**config.mk**
```make
export PLATFORM = sky130hd
export DESIGN_NAME = mff_sequencer_flat
export DESIGN_NICKNAME = d
export VERILOG_FILES = /design/src/rtl/mff_sequencer_if.sv /design/src/rtl/mff_sequencer.sv /design/src/flat_wrapper.sv
export SDC_FILE = /design/constraint.sdc
export NUM_CORES = 1
export LEC_CHECK = 0
export BUFFER_PORTS_ARGS = -buffer_cell sky130_fd_sc_hd__buf_2
export CORE_UTILIZATION = 44
export DETAILED_ROUTE_END_ITERATION = 10
export PLACE_DENSITY_LB_ADDON = 0.05
export SLEW_MARGIN = 20
export SYNTH_ARGS = -nofsm -noshare
export SYNTH_HDL_FRONTEND = slang
export SYNTH_SLANG_ARGS = --single-unit
```
**constraint.sdc**
```tcl
create_clock -name clk -period 2 [get_ports clk]
set_input_delay 0.2 -clock clk [delete_from_list [all_inputs] [get_ports clk]]
set_output_delay 0.2 -clock clk [all_outputs]
set_load 0.05 [all_outputs]
```
**src/rtl/mff_sequencer_if.sv**
```systemverilog
// mff_sequencer_if: host/FIFO controls in, frame state and dav gating out.
interface mff_sequencer_if #(
    parameter int USEDW_WIDTH = 12,
    parameter int CNT_WIDTH   = 16
);
    logic                   enable;
    logic [2:0]             ir_req;
    logic                   fifo_empty;
    logic [USEDW_WIDTH-1:0] fifo_usedw;
    logic                   rdreq;
    logic                   clear_status;
    logic [7:0]             state;
    logic [2:0]             ir;
    logic                   dav;
    logic                   running;
    logic                   underflow_flag;
    logic [CNT_WIDTH-1:0]   underflow_count;

    modport master (
        output enable, ir_req, fifo_empty, fifo_usedw, rdreq, clear_status,
        input  state, ir, dav, running, underflow_flag, underflow_count
    );

    modport slave (
        input  enable, ir_req, fifo_empty, fifo_usedw, rdreq, clear_status,
        output state, ir, dav, running, underflow_flag, underflow_count
    );
endinterface

```
**src/rtl/mff_sequencer.sv**
```systemverilog
// mff_sequencer: frame-aligned rate/state sequencer with dav gating and underflow status.
module mff_sequencer #(
    parameter int USEDW_WIDTH = 12,
    parameter int START_LEVEL = 1024,
    parameter int CNT_WIDTH   = 16
) (
    input logic            clk,
    input logic            rst,
    mff_sequencer_if.slave bus
);
    typedef enum logic [1:0] {IDLE, FILL, ALIGN, RUN} fsm_t;

    fsm_t                 fsm, fsm_nx;
    logic [7:0]           state;
    logic [2:0]           ir_a, req;
    logic                 flag, tc, lvl, uf;
    logic [CNT_WIDTH-1:0] cnt;

    // terminal count of the active frame: (8 << ir_a) - 1
    assign tc  = state == 8'((9'd8 << ir_a) - 9'd1);
    assign lvl = bus.fifo_usedw >= USEDW_WIDTH'(START_LEVEL);
    assign uf  = fsm == RUN && bus.rdreq && bus.fifo_empty;
    assign req = bus.ir_req > 3'd5 ? 3'd5 : bus.ir_req;

    always_comb begin
        fsm_nx = fsm;
        case (fsm)
            IDLE:  fsm_nx = FILL;
            FILL:  fsm_nx = lvl ? (tc ? RUN : ALIGN) : FILL;
            ALIGN: fsm_nx = tc ? RUN : ALIGN;
            RUN:   fsm_nx = uf ? FILL : RUN;
        endcase
        if (!bus.enable) fsm_nx = IDLE;
    end

    always_ff @(posedge clk) begin
        if (rst) begin
            fsm   <= IDLE;
            state <= '0;
            ir_a  <= '0;
            flag  <= 1'b0;
            cnt   <= '0;
        end else begin
            fsm   <= fsm_nx;
            state <= tc ? '0 : state + 8'd1;
            if (tc || fsm == IDLE) ir_a <= req;
            flag  <= uf | (flag & ~bus.clear_status);
            // clear takes effect before a coincident underflow is counted
            cnt   <= uf ? (bus.clear_status ? CNT_WIDTH'(1) : cnt + CNT_WIDTH'(~&cnt))
                        : (bus.clear_status ? '0 : cnt);
        end
    end

    assign bus.state           = state;
    assign bus.ir              = ir_a;
    assign bus.dav             = fsm == RUN;
    assign bus.running         = fsm == RUN;
    assign bus.underflow_flag  = flag;
    assign bus.underflow_count = cnt;
endmodule

```
**src/flat_wrapper.sv**
```systemverilog
// flat-port wrapper written by rule: the top's interface ports become plain ports
module mff_sequencer_flat 
#(
    parameter int USEDW_WIDTH = 12,
    parameter int START_LEVEL = 1024,
    parameter int CNT_WIDTH   = 16
)
  (clk, rst, bus_enable, bus_ir_req, bus_fifo_empty, bus_fifo_usedw, bus_rdreq, bus_clear_status, bus_state, bus_ir, bus_dav, bus_running, bus_underflow_flag, bus_underflow_count);
  mff_sequencer_if #(.USEDW_WIDTH(USEDW_WIDTH), .CNT_WIDTH(CNT_WIDTH)) bus_i ();
  input logic clk;
  input logic rst;
  input wire logic [$bits(bus_i.enable)-1:0] bus_enable;
  input wire logic [$bits(bus_i.ir_req)-1:0] bus_ir_req;
  input wire logic [$bits(bus_i.fifo_empty)-1:0] bus_fifo_empty;
  input wire logic [$bits(bus_i.fifo_usedw)-1:0] bus_fifo_usedw;
  input wire logic [$bits(bus_i.rdreq)-1:0] bus_rdreq;
  input wire logic [$bits(bus_i.clear_status)-1:0] bus_clear_status;
  output wire logic [$bits(bus_i.state)-1:0] bus_state;
  output wire logic [$bits(bus_i.ir)-1:0] bus_ir;
  output wire logic [$bits(bus_i.dav)-1:0] bus_dav;
  output wire logic [$bits(bus_i.running)-1:0] bus_running;
  output wire logic [$bits(bus_i.underflow_flag)-1:0] bus_underflow_flag;
  output wire logic [$bits(bus_i.underflow_count)-1:0] bus_underflow_count;
  assign bus_i.enable = bus_enable;
  assign bus_i.ir_req = bus_ir_req;
  assign bus_i.fifo_empty = bus_fifo_empty;
  assign bus_i.fifo_usedw = bus_fifo_usedw;
  assign bus_i.rdreq = bus_rdreq;
  assign bus_i.clear_status = bus_clear_status;
  assign bus_state = bus_i.state;
  assign bus_ir = bus_i.ir;
  assign bus_dav = bus_i.dav;
  assign bus_running = bus_i.running;
  assign bus_underflow_flag = bus_i.underflow_flag;
  assign bus_underflow_count = bus_i.underflow_count;
  mff_sequencer #(.USEDW_WIDTH(USEDW_WIDTH), .START_LEVEL(START_LEVEL), .CNT_WIDTH(CNT_WIDTH)) u_core (.clk(clk), .rst(rst), .bus(bus_i));
endmodule
```
Yosys cells after proc, flatten, opt, wreduce, memory -nomap -nowiden
Cells that the tools add are included.
- register bits: 30
- output and inout port bits: 30
- muxes and demuxes: 8
- magnitude comparators: 2
- $add $sub $neg: 3
- equality and inequality tests: 4
- bitwise operators: 4
- reductions and logical operators: 9
- shifts and indexed selects: 1
- operators by type and width (cell ; count):
    16-bit two-way mux ; 3
    16-bit by 1-bit adder with 16-bit output ; 1
    16-bit AND reduction ; 1
    12-bit by 11-bit greater-or-equal comparator with 1-bit output (second input constant) ; 1
    8-bit by 1-bit adder with 8-bit output (second input constant) ; 1
    8-bit == test ; 1
    2-bit case mux with 4 select lines ; 1
    4-bit by 3-bit left shift with 8-bit output (first input constant) ; 1
    8-bit by 1-bit subtractor with 8-bit output (second input constant) ; 1
    2-bit == test (second input constant) ; 2
    2-bit two-way mux ; 2
    2-bit OR reduction ; 2
    3-bit > comparator (second input constant) ; 1
    3-bit two-way mux ; 1
    2-bit by 1-bit == test with 1-bit output (second input constant) ; 1
    1-bit logical AND ; 2
    2-bit logical NOT ; 1
    1-bit NOT ; 2
    2-bit nonzero test ; 1
    1-bit bitwise AND ; 1
    1-bit logical NOT ; 1
    1-bit logical OR ; 1
    1-bit two-way mux ; 1
    1-bit OR ; 1

Depth between registers and ports, before layout
Gate-level depths: netlist (run 1).
- depth in word-level cells: 6
- gate-level depth with buffers: 10

Worst setup path before layout (run 1)
Ideal clock, no wire load.
- kind: reg2reg
- from: register u_core.cnt[2], in the netlist u_core.bus.underflow_count[2]
- to: register u_core.cnt[11], in the netlist u_core.bus.underflow_count[11]
- cell stages (with the launch flop): 11
- data arrival time: 2217 ps
- slack: -344 ps
- required time: 1872 ps
- path through: dfxtp_1 -> and4_1 -> and2_1 -> and3_1 -> nand3_1 -> ha_1 -> and2_1 -> buf_2 -> and3_1 -> xnor2_1 -> nor2_1
- longest elaborated chain between the ends: 5
- RTL lines (what ; RTL line ; RTL):
    start: declaration ; mff_sequencer.sv:17 ; logic [CNT_WIDTH-1:0] cnt;
    start signal: assignment ; mff_sequencer.sv:49 ; cnt <= uf ? (bus.clear_status ? CNT_WIDTH'(1) : cnt + CNT_WIDTH'(~&cnt))
    16-bit AND reduction ; mff_sequencer.sv:49 ;
    1-bit logical NOT ; mff_sequencer.sv:49 ;
    16-bit by 1-bit adder with 16-bit output * ; mff_sequencer.sv:49 ;
    16-bit two-way mux * (2 in series) ; mff_sequencer.sv:49 ;
Mark *: on every way between the ends. The rest lies on a longest branch, timed or not.
A chain may end at the register's enable or synchronous reset.

Final worst setup path (run 1)
- from: register u_core.cnt[4], in the netlist u_core.bus.underflow_count[4]
- to: register u_core.cnt[12], in the netlist u_core.bus.underflow_count[12]
Same word-level chain as after synthesis.

==> flow_summary.json, run 1 <==
{
  "ios": 51,
  "final_max_slew_viol_count": 0,
  "insertion_delay_ps": 330,
  "async_reset_ff_frac": 0,
  "dr.max_layer_used": "met4",
  "start_kind": "flop",
  "drive_above_1_share": 0.383,
  "syn2layout_area_growth_pct": 34.2,
  "crit_path_end_kind": "flop",
  "drc": 0,
  "grt_antenna_before_repair": 0,
  "ys_seq_area_frac": 0.430,
  "synth_common_cells": "dfxtp_1 (30), nor2_1 (27), xor2_1 (16), nand3_1 (10), nand2_1 (9)",
  "cap_viol_max_count": 0,
  "cellLeakagePower_uw": 0.000841,
  "viasPerCell": 4.94,
  "synth_area_per_cell_um2": 8.68,
  "cts-hold-fix-buffers": 0,
  "power_frac_seq": 0.536,
  "ir_drop_uv": 439,
  "synthTopCellsByArea": "dfxtp_1 (43%), xor2_1 (10%), nor2_1 (7.3%), nand3_1 (3.6%), and4_1 (3.1%)",
  "syn_area_mm2": 0.00140,
  "worst_path_max_delay_cell": "dfxtp_4",
  "startpoint": "u_core.bus.underflow_count[4]",
  "num_rows": 20,
  "setup_violations": 0,
  "reg2reg_to": "u_core.bus.underflow_count[12]",
  "cts_sinks": 30,
  "synth_enable_flop_cells": 0,
  "rsz0062_at_grt": "true",
  "cts_tree": "yes",
  "worstMarginPinSlew_ps": 285,
  "die_area_mm2": 0.00341,
  "p_per_area_mw_per_mm2": 609,
  "synth_warnings": 0,
  "die_y_um": 58.4,
  "grt_pass1_wl_um": 4990,
  "fin_ws_ps": 94.9,
  "slew_headroom": 0.809,
  "die_w_um": 58.4,
  "grt_max_degree": 16,
  "vias": 1274,
  "met1_length_um": 1340,
  "cp.required_ps": 2230,
  "yosysMostFrequentCell": "dfxtp_1",
  "hold_violations": 0,
  "fin_worst_skew_ps": 9.51,
  "synth_top_area_cell": "dfxtp_1",
  "post-place-ws_ps": -2.41,
  "clk_pin_slew_ps": 100,
  "wl_met3_um": 146,
  "drtIter0Drc": 36,
  "worstRegToRegCells": 10,
  "wire_per_inst_um": 12.0,
  "initial_core_util": 0.462,
  "yosysUniqueCellTypes": 31,
  "cts_root_buf": "clkbuf_4",
  "totalWireLength_um": 3100,
  "worstReg2RegStart": "u_core.bus.underflow_count[4]",
  "min-delay-start": "bus_ir_req[2]",
  "final_net_count": 237,
  "overflow": 0,
  "drtAntennaViolNets": 0,
  "critical_path.max_fanout": 3,
  "intPower_uw": 840,
  "clockBufferDepth": 2,
  "final.setup.tns_ps": 0,
  "place_hpwl_um": 2230,
  "path_class": "reg -> reg",
  "synth_top_area_frac": 0.430,
  "grt_pass1_vias": 1156,
  "synth-seq-cells": 30,
  "cts_buffers": 5,
  "track_usage": 0.195,
  "n_antenna_cell": 0,
  "status": "completed",
  "comb_power_share": 0.089,
  "pwr-share-clk": 0.374,
  "core_mm2": 0.00303,
  "finalCritPeriodShare": 0.953,
  "synth_nets": 185,
  "rrSetupSlack_ps": 90,
  "cp.arrival_ps": 2130,
  "endpoint": "u_core.bus.underflow_count[12]",
  "ys.flop_type": "dfxtp_1",
  "fin_crit_ps": 1910,
  "cpPeakStageDelay_ps": 350,
  "portBuffers": 40,
  "firstDrtPassIters": 4,
  "place_congestion": 0.736,
  "power.switching_uw": 302,
  "htreeDepth": 2,
  "max_freq_ghz": 0.525,
  "netSwitchingFraction": 0.265,
  "cp_cell_sequence": "and4_4 -> and2_4 -> and3_4 -> nand3_4 -> ha_4 -> nand2_4 -> nor4_4 -> nand4_1 -> xor2_1 -> nor2_1",
  "hp-class": "in -> reg",
  "synthCells": 161,
  "wl_met2_um": 1570
}
==> through the flow <==
| stage | area, um2 | std cells | hold slack (ps) | total power, uW | util |
|---|---|---|---|---|---|
| 2_1_floorplan | 1440 | 161 | 304 | 700 | - |
| 6_report | 1880 | 258 | 89.8 | 1140 | 0.619 |
| 5_1_grt | 1880 | 258 | 97.2 | 1190 | 0.619 |
| 3_5_place_dp | 1750 | 250 | 436 | 730 | 0.578 |
| 4_1_cts | 1830 | 258 | 77.7 | 1150 | 0.605 |
| 3_3_place_gp | 1750 | 250 | 421 | 726 | 0.578 |
==> timing repair <==
action                     CTS  global route
buffers inserted             0             0
resized for setup            1            11
setup endpoints to repair    1            10
pin swaps                    0             8
==> worst min path at each step <==
stage | to | slack, ps | cells after the start
floorplan | u_core.bus.ir[1] | 300 | 1
global placement | u_core.bus.ir[1] | 420 | 2
detailed placement | u_core.bus.ir[1] | 440 | 2
CTS | u_core.bus.ir[1] | 80 | 2
global route | u_core.bus.ir[1] | 100 | 2
finish | u_core.bus.ir[1] | 90 | 2
==> sequential cells by signal, summed over array words and instances, names as in the netlist <==
name,cells
u_core.bus.underflow_count,16
u_core.bus.state,8
u_core.bus.ir,3
u_core.fsm,2
u_core.bus.underflow_flag,1
==> cell families (layout without fill, tap and decap cells) <==
family,Yosys count,after routing,share of synthesized area
XOR/XNOR,21,21,0.132
AND/OR/NAND/NOR,81,81,0.299
AO/OA/AOI/OAI,17,17,0.0833
flip-flops,30,30,0.430
buffers and inverters,9,62,0.0295
adder cells (fa/ha/maj),3,3,0.0269
==> layout make-up <==
class / instances / area, um2
fill: 309 / 1150
multi-input combinational: 122 / 816
sequential: 30 / 634
timing repair buffer: 52 / 290
clock buffer: 6 / 62.6
tap: 44 / 55.1
clock inverter: 2 / 10.0
inverter: 2 / 7.51
==> placed cells by master, fill, tap and decap left out, types with 2 or more instances in the layout <==
| cell type | netlist | final |
|---|---|---|
| inv_1 | 2 | 2 |
| dfxtp_4 | 0 | 8 |
| nor3_1 | 6 | 6 |
| nand2_1 | 9 | 8 |
| o21a_1 | 2 | 2 |
| and4_1 | 5 | 3 |
| nor2_1 | 27 | 27 |
| ha_1 | 3 | 2 |
| xor2_1 | 16 | 16 |
| buf_2 | 3 | 40 |
| clkinv_2 | 0 | 2 |
| a21oi_1 | 5 | 5 |
| nand3_1 | 10 | 9 |
| o31ai_1 | 2 | 2 |
| xnor2_1 | 5 | 5 |
| nand2b_1 | 4 | 4 |
| dfxtp_1 | 30 | 19 |
| and2_1 | 5 | 4 |
| o21ai_0 | 3 | 3 |
| nand4_1 | 3 | 3 |
| or2_2 | 2 | 2 |
| buf_4 | 1 | 12 |
| and3_1 | 4 | 3 |
| and4_4 | 0 | 2 |
| clkbuf_4 | 0 | 5 |
| dfxtp_2 | 0 | 3 |
| or4b_1 | 2 | 2 |
==> critical path: cells and delay by family (launching register included) <==
| kind | cells | cell delay [ps] |
|---|---|---|
| xor+xnor | 1 | 200 |
| simple gates | 8 | 1120 |
| flops | 1 | 350 |
| fa+ha+maj | 1 | 150 |
==> routing by layer <==
metal	track usage	vias up
met5	0	-
met4	0.0714	0
met3	0.0659	5
met2	0.337	27
met1	0.225	581
li1	-	661
==> power by group through the flow <==
stage / logic [uW] / registers [uW] / clock network [uW]
after floorplan: 42.4 / 658 / 0
after CTS: 104 / 613 / 438
after global placement: 100 / 625 / 0
final: 102 / 613 / 428
after detailed placement: 103 / 627 / 0
after global routing: 112 / 616 / 463
Note: power is estimated with default switching activity, not from simulation.
==> run 2: changes to the inputs <==
--- a/config.mk
+++ b/config.mk
@@ -9,6 +9,7 @@
 export CORE_UTILIZATION = 44
 export DETAILED_ROUTE_END_ITERATION = 10
 export PLACE_DENSITY_LB_ADDON = 0.05
+export REMOVE_ABC_BUFFERS = 1
 export SLEW_MARGIN = 20
 export SYNTH_ARGS = -nofsm -noshare
 export SYNTH_HDL_FRONTEND = slang
==> run 2 against run 1 <==
  * Clock-buffer cell count grew 2
  * Via count grew 5.7%
  * Largest cell class unchanged
  * Die area is the same
  * Clock power grew 4.7%
  * Largest power group unchanged
  * Critical path depth grew 1
==> flow_summary.json, run 2 (synthesis gave the netlist of run 1 again) <==
{
  "status": "completed",
  "path_class": "reg -> reg",
  "core_mm2": 0.00303,
  "cp.arrival_ps": 2170,
  "viasPerCell": 5.06,
  "drtIter0Drc": 76,
  "reg2reg_to": "u_core.bus.underflow_count[12]",
  "portBuffers": 40,
  "crit_path_end_kind": "flop",
  "cts_buffers": 5,
  "post-place-ws_ps": -137,
  "n_antenna_cell": 0,
  "overflow": 0,
  "p_per_area_mw_per_mm2": 612,
  "fin_ws_ps": 49.7,
  "worstReg2RegStart": "u_core.bus.underflow_count[1]",
  "rrSetupSlack_ps": 50,
  "setup_violations": 0,
  "layout_common_cells": "buf_2 (40), nor2_1 (27), dfxtp_1 (27)",
  "wire_per_inst_um": 12.5,
  "die_w_um": 58.4,
  "min_delay_path_depth": 2,
  "syn2layout_area_growth_pct": 37.2,
  "clk_pin_slew_ps": 100,
  "htreeDepth": 2,
  "fin_crit_ps": 1950,
  "place_hpwl_um": 2380,
  "fin_area_mm2": 0.00192,
  "grt_antenna_before_repair": 0,
  "fin_worst_skew_ps": 9.24,
  "cts_tree": "yes",
  "cp.required_ps": 2220,
  "drtAntennaViolNets": 0,
  "final.setup.tns_ps": 0,
  "ios": 51,
  "cts_sinks": 30,
  "final_net_count": 245,
  "grt_max_degree": 16,
  "firstDrtPassIters": 4,
  "post-place-cells": 255,
  "totalWireLength_um": 3330,
  "start_kind": "flop",
  "slew_headroom": 0.798,
  "cap_viol_max_count": 0,
  "die_area_mm2": 0.00341,
  "hold_violations": 0,
  "cts_root_buf": "clkbuf_4",
  "final_util": 0.633,
  "critical_path.max_fanout": 3,
  "drive_above_1_share": 0.378,
  "rsz0062_at_grt": "true",
  "place_congestion": 0.802,
  "cellLeakagePower_uw": 0.000883,
  "min-delay-start": "bus_ir_req[2]",
  "final_common_cell": "buf_2",
  "ir_drop_uv": 490,
  "final_max_slew_viol_count": 0,
  "num_rows": 20,
  "initial_core_util": 0.462,
  "hp-class": "in -> reg",
  "insertion_delay_ps": 320,
  "holdPathEnd": "u_core.bus.ir[1]",
  "drc": 0,
  "grt_pass1_wl_um": 5330,
  "largest_reg_flops": 16,
  "max_freq_ghz": 0.513,
  "worstMarginPinSlew_ps": 303,
  "vias": 1346,
  "cts-hold-fix-buffers": 0,
  "place_area_mm2": 0.00175,
  "finalCritPeriodShare": 0.975,
  "finalNonFillerCells": 266,
  "die_y_um": 58.4,
  "worstRegToRegCells": 11,
  "grt_pass1_vias": 1229,
  "clockBufferDepth": 2,
  "track_usage": 0.212
}
## run 2: changes by cell type in the layout (fill, tap and decap cells not counted)
cell | previous run | this run
buf_4 | 12 | 20
dfxtp_1 | 19 | 27
dfxtp_4 | 8 | 0
clkbuf_8 | 0 | 3
and2_1 | 4 | 2
clkinv_2 | 2 | 0
and2_2 | 0 | 1
and2_4 | 1 | 2
and4_1 | 3 | 4
and4_4 | 2 | 1
clkbuf_16 | 1 | 0
nand3_1 | 9 | 8
nand3_2 | 0 | 1
## run 2: worst max-delay path, stage by stage, from the launching register on
cell	delay, ps
dfxtp_2	330
and4_4	190
and2_4	140
and3_4	180
nand3_4	90
ha_4	160
nand2_4	50
nor4_4	230
buf_4	190
nand4_1	90
xor2_1	150
nor2_1	50
## run 2: area by class of cell
type	instances	area, um2
multi-input cells	122	822
clock buffers	8	78.8
well taps	44	55.1
fillers	265	1110
flip-flops and latches	30	604
repair buffers	60	350
inverters	2	7.51
## run 2: routing by layer
layer  GRT usage  vias to the layer above  share of wire
met5           0                        -              0
met4      0.0816                        0          0.011
met3      0.0769                        4          0.049
met2       0.365                       34           0.50
met1       0.240                      627           0.43
li1            -                      681              -
## run 2: worst max path at each step
stage	start	endpoint	slack, ps	cells past startpoint
after floorplan	u_core.bus.underflow_count[4]	u_core.bus.underflow_count[12]	-310	10
after global placement	u_core.bus.underflow_count[4]	u_core.bus.underflow_count[12]	10	11
after detailed placement	u_core.bus.underflow_count[4]	u_core.bus.underflow_count[12]	-140	11
after CTS	u_core.bus.underflow_count[4]	u_core.bus.underflow_count[12]	6	11
after global routing	u_core.bus.underflow_count[1]	u_core.bus.underflow_count[12]	-20	11
final	u_core.bus.underflow_count[1]	u_core.bus.underflow_count[12]	50	11
## run 2: power by group
group | leakage [uW] | switching, uW | internal, uW | total, uW
clock | 0.0000446 | 207 | 240 | 448
combinational | 0.000594 | 69.0 | 33.5 | 103
sequential | 0.000245 | 14.2 | 609 | 623
total | 0.000883 | 291 | 882 | 1170
## run 2: timing repair
item | CTS | global route
buffers inserted | 0 | 3
pin swaps | 1 | 6
gates cloned | 0 | 0
resized for setup | 3 | 14
setup endpoints to repair | 2 | 8
## run 2: per-stage QoR
step | hold slack [ps] | total power (uW)
6_report | 97.3 | 1170
2_1_floorplan | 269 | 707
3_3_place_gp | 422 | 736
5_1_grt | 94.3 | 1230
3_5_place_dp | 443 | 740
4_1_cts | 82.7 | 1190
==> run 3: changes to the inputs <==
==> constraint.sdc (replaced) <==
create_clock -name clk -period 2 [get_ports clk]
set_input_delay 0 -clock clk [delete_from_list [all_inputs] [get_ports clk]]
set_output_delay 0 -clock clk [all_outputs]
set_load 0.05 [all_outputs]
==> run 3 against run 2 <==
  * Utilization is 0.45 points lower
  * Power is 7.9% lower
  * Largest power group unchanged
  * Critical endpoint unchanged
  * Die area stayed put
  * Clock skew is 2.6 ps lower
  * Non-clock buffer count is 3 higher
  * Cell area is 0.72% lower
  * Largest cell class unchanged
  * Sequential power hardly changed
==> flow_summary.json, run 3 (synthesis gave the netlist of run 1 again) <==
{
  "largest_reg_flops": 16,
  "rrSetupSlack_ps": 20,
  "power.switching_uw": 274,
  "cellLeakagePower_uw": 0.000843,
  "max_freq_ghz": 0.505,
  "die_y_um": 58.4,
  "cpPeakStageDelay_ps": 320,
  "netSwitchingFraction": 0.254,
  "viasPerCell": 5.03,
  "intPower_uw": 807,
  "cts_root_buf": "clkbuf_4",
  "finalCritPeriodShare": 0.989,
  "ios": 51,
  "start_kind": "flop",
  "worstMarginPinSlew_ps": 284,
  "crit_cells": 11,
  "worstRegToRegCells": 11,
  "cap_viol_max_count": 0,
  "slew_headroom": 0.810,
  "final_common_cell": "buf_2",
  "power.total_uw": 1080,
  "ir_drop_uv": 383,
  "hold_ws_ps": 52.1,
  "syn2layout_area_growth_pct": 36.3,
  "track_usage": 0.197,
  "fin_crit_ps": 1980,
  "clockBufferDepth": 2,
  "place_congestion": 0.753,
  "min-delay-start": "bus_rdreq",
  "drc": 0,
  "worstReg2RegStart": "u_core.bus.underflow_count[1]",
  "drtAntennaViolNets": 0,
  "place_hpwl_um": 2270,
  "crit_path_end_kind": "flop",
  "status": "completed",
  "drive_above_1_share": 0.341,
  "startpoint": "u_core.bus.underflow_count[1]",
  "die_w_um": 58.4,
  "core_mm2": 0.00303,
  "overflow": 0,
  "vias": 1342,
  "cp_cell_sequence": "and4_1 -> and2_4 -> and3_4 -> nand3_4 -> ha_4 -> nand2_1 -> nor4_2 -> buf_4 -> nand4_1 -> xor2_1 -> nor2_1",
  "setup_violations": 0,
  "path_buf_inv": 1,
  "layout_common_cells": "buf_2 (40), dfxtp_1 (29), nor2_1 (27)",
  "reg2reg_to": "u_core.bus.underflow_count[12]",
  "critical_path.max_fanout": 3,
  "drtIter0Drc": 47,
  "insertion_delay_ps": 320,
  "fin_worst_skew_ps": 6.65,
  "wire_per_inst_um": 11.7,
  "cts_sinks": 30,
  "fillers": 276,
  "clk_pin_slew_ps": 90,
  "fin_area_mm2": 0.00190,
  "worst_path_max_delay_cell": "dfxtp_2",
  "endpoint": "u_core.bus.underflow_count[12]",
  "pwr-share-clk": 0.322,
  "initial_core_util": 0.462,
  "hp-class": "in -> reg",
  "num_rows": 20,
  "die_area_mm2": 0.00341,
  "comb_power_share": 0.101,
  "grt_pass1_wl_um": 5050,
  "power_frac_seq": 0.577,
  "cp.required_ps": 2210,
  "grt_max_degree": 16,
  "hold_violations": 0,
  "place_area_mm2": 0.00174,
  "n_antenna_cell": 0,
  "critPathTopFamily": "simple AND/OR/NAND/NOR gates",
  "portBuffers": 40,
  "final_net_count": 248,
  "totalWireLength_um": 3130,
  "firstDrtPassIters": 4,
  "grt_antenna_before_repair": 0,
  "cts_tree": "yes",
  "cp.arrival_ps": 2190,
  "p_per_area_mw_per_mm2": 568,
  "htreeDepth": 2,
  "final_max_slew_viol_count": 0,
  "path_class": "reg -> reg",
  "grt_pass1_vias": 1161,
  "cts_buffers": 5
}
run 3: routing by layer:
metal	vias up	GRT usage	wire (um)	part of all wire
met2	25	0.337	1560	0.50
met3	5	0.0637	126	0.040
met1	633	0.226	1410	0.45
met5	-	0	0	0
met4	0	0.0850	44	0.014
li1	679	-	-	-
run 3: cell type report:
cell class | count | area [um2] | share of cell area
Multi-Input combinational cell | 122 | 803 | 0.422
Sequential cell | 30 | 602 | 0.316
Timing Repair Buffer | 63 | 385 | 0.202
Tap cell | 44 | 55.1 | 0.0289
Clock buffer | 6 | 51.3 | 0.0269
Inverter | 2 | 7.51 | 0.00394
run 3: how the worst min path moves through the flow:
stage / endpoint / slack, ps / cells past startpoint
4_1_cts: u_core.bus.underflow_flag / 7 / 3
5_1_grt: u_core.bus.underflow_flag / 50 / 3
3_5_place_dp: u_core.bus.ir[1] / 240 / 2
2_1_floorplan: u_core.bus.underflow_count[0] / 70 / 1
3_3_place_gp: u_core.bus.ir[1] / 220 / 2
6_report: u_core.bus.underflow_flag / 50 / 3
run 3: repair_timing:
| item | CTS | global route |
|---|---|---|
| buffers inserted | 0 | 2 |
| gates resized for setup | 1 | 11 |
| setup endpoints to repair | 1 | 6 |
| hold endpoints to repair | 8 | 0 |
| pin swaps | 1 | 4 |
| hold buffers | 5 | 0 |
run 3: through the flow:
stage / setup TNS, ps / utilization / worst slack, ps / cells
floorplan: -2850 / - / -314 / 154
global placement: 0 / 0.574 / 28.3 / 254
detailed placement: 0 / 0.574 / 3.78 / 254
CTS: 0 / 0.609 / 6.44 / 265
global route: -124 / 0.629 / -64.8 / 267
finish: 0 / 0.629 / 21.7 / 267
run 3: power by group through the flow:
stage | registers (uW) | clock network [uW] | logic, uW
after floorplan | 669 | 0 | 37.9
after detailed placement | 637 | 0 | 103
after CTS | 623 | 369 | 110
after global placement | 636 | 0 | 100
final | 624 | 348 | 109
after global routing | 626 | 382 | 120
run 3: worst min-delay path, delay by kind of cell:
| kind | cells | cell delay, ps |
|---|---|---|
| and+or+nand+nor | 1 | 140 |
| buffers and inverters | 1 | 100 |
| AOI/OAI and AO/OA | 1 | 80 |
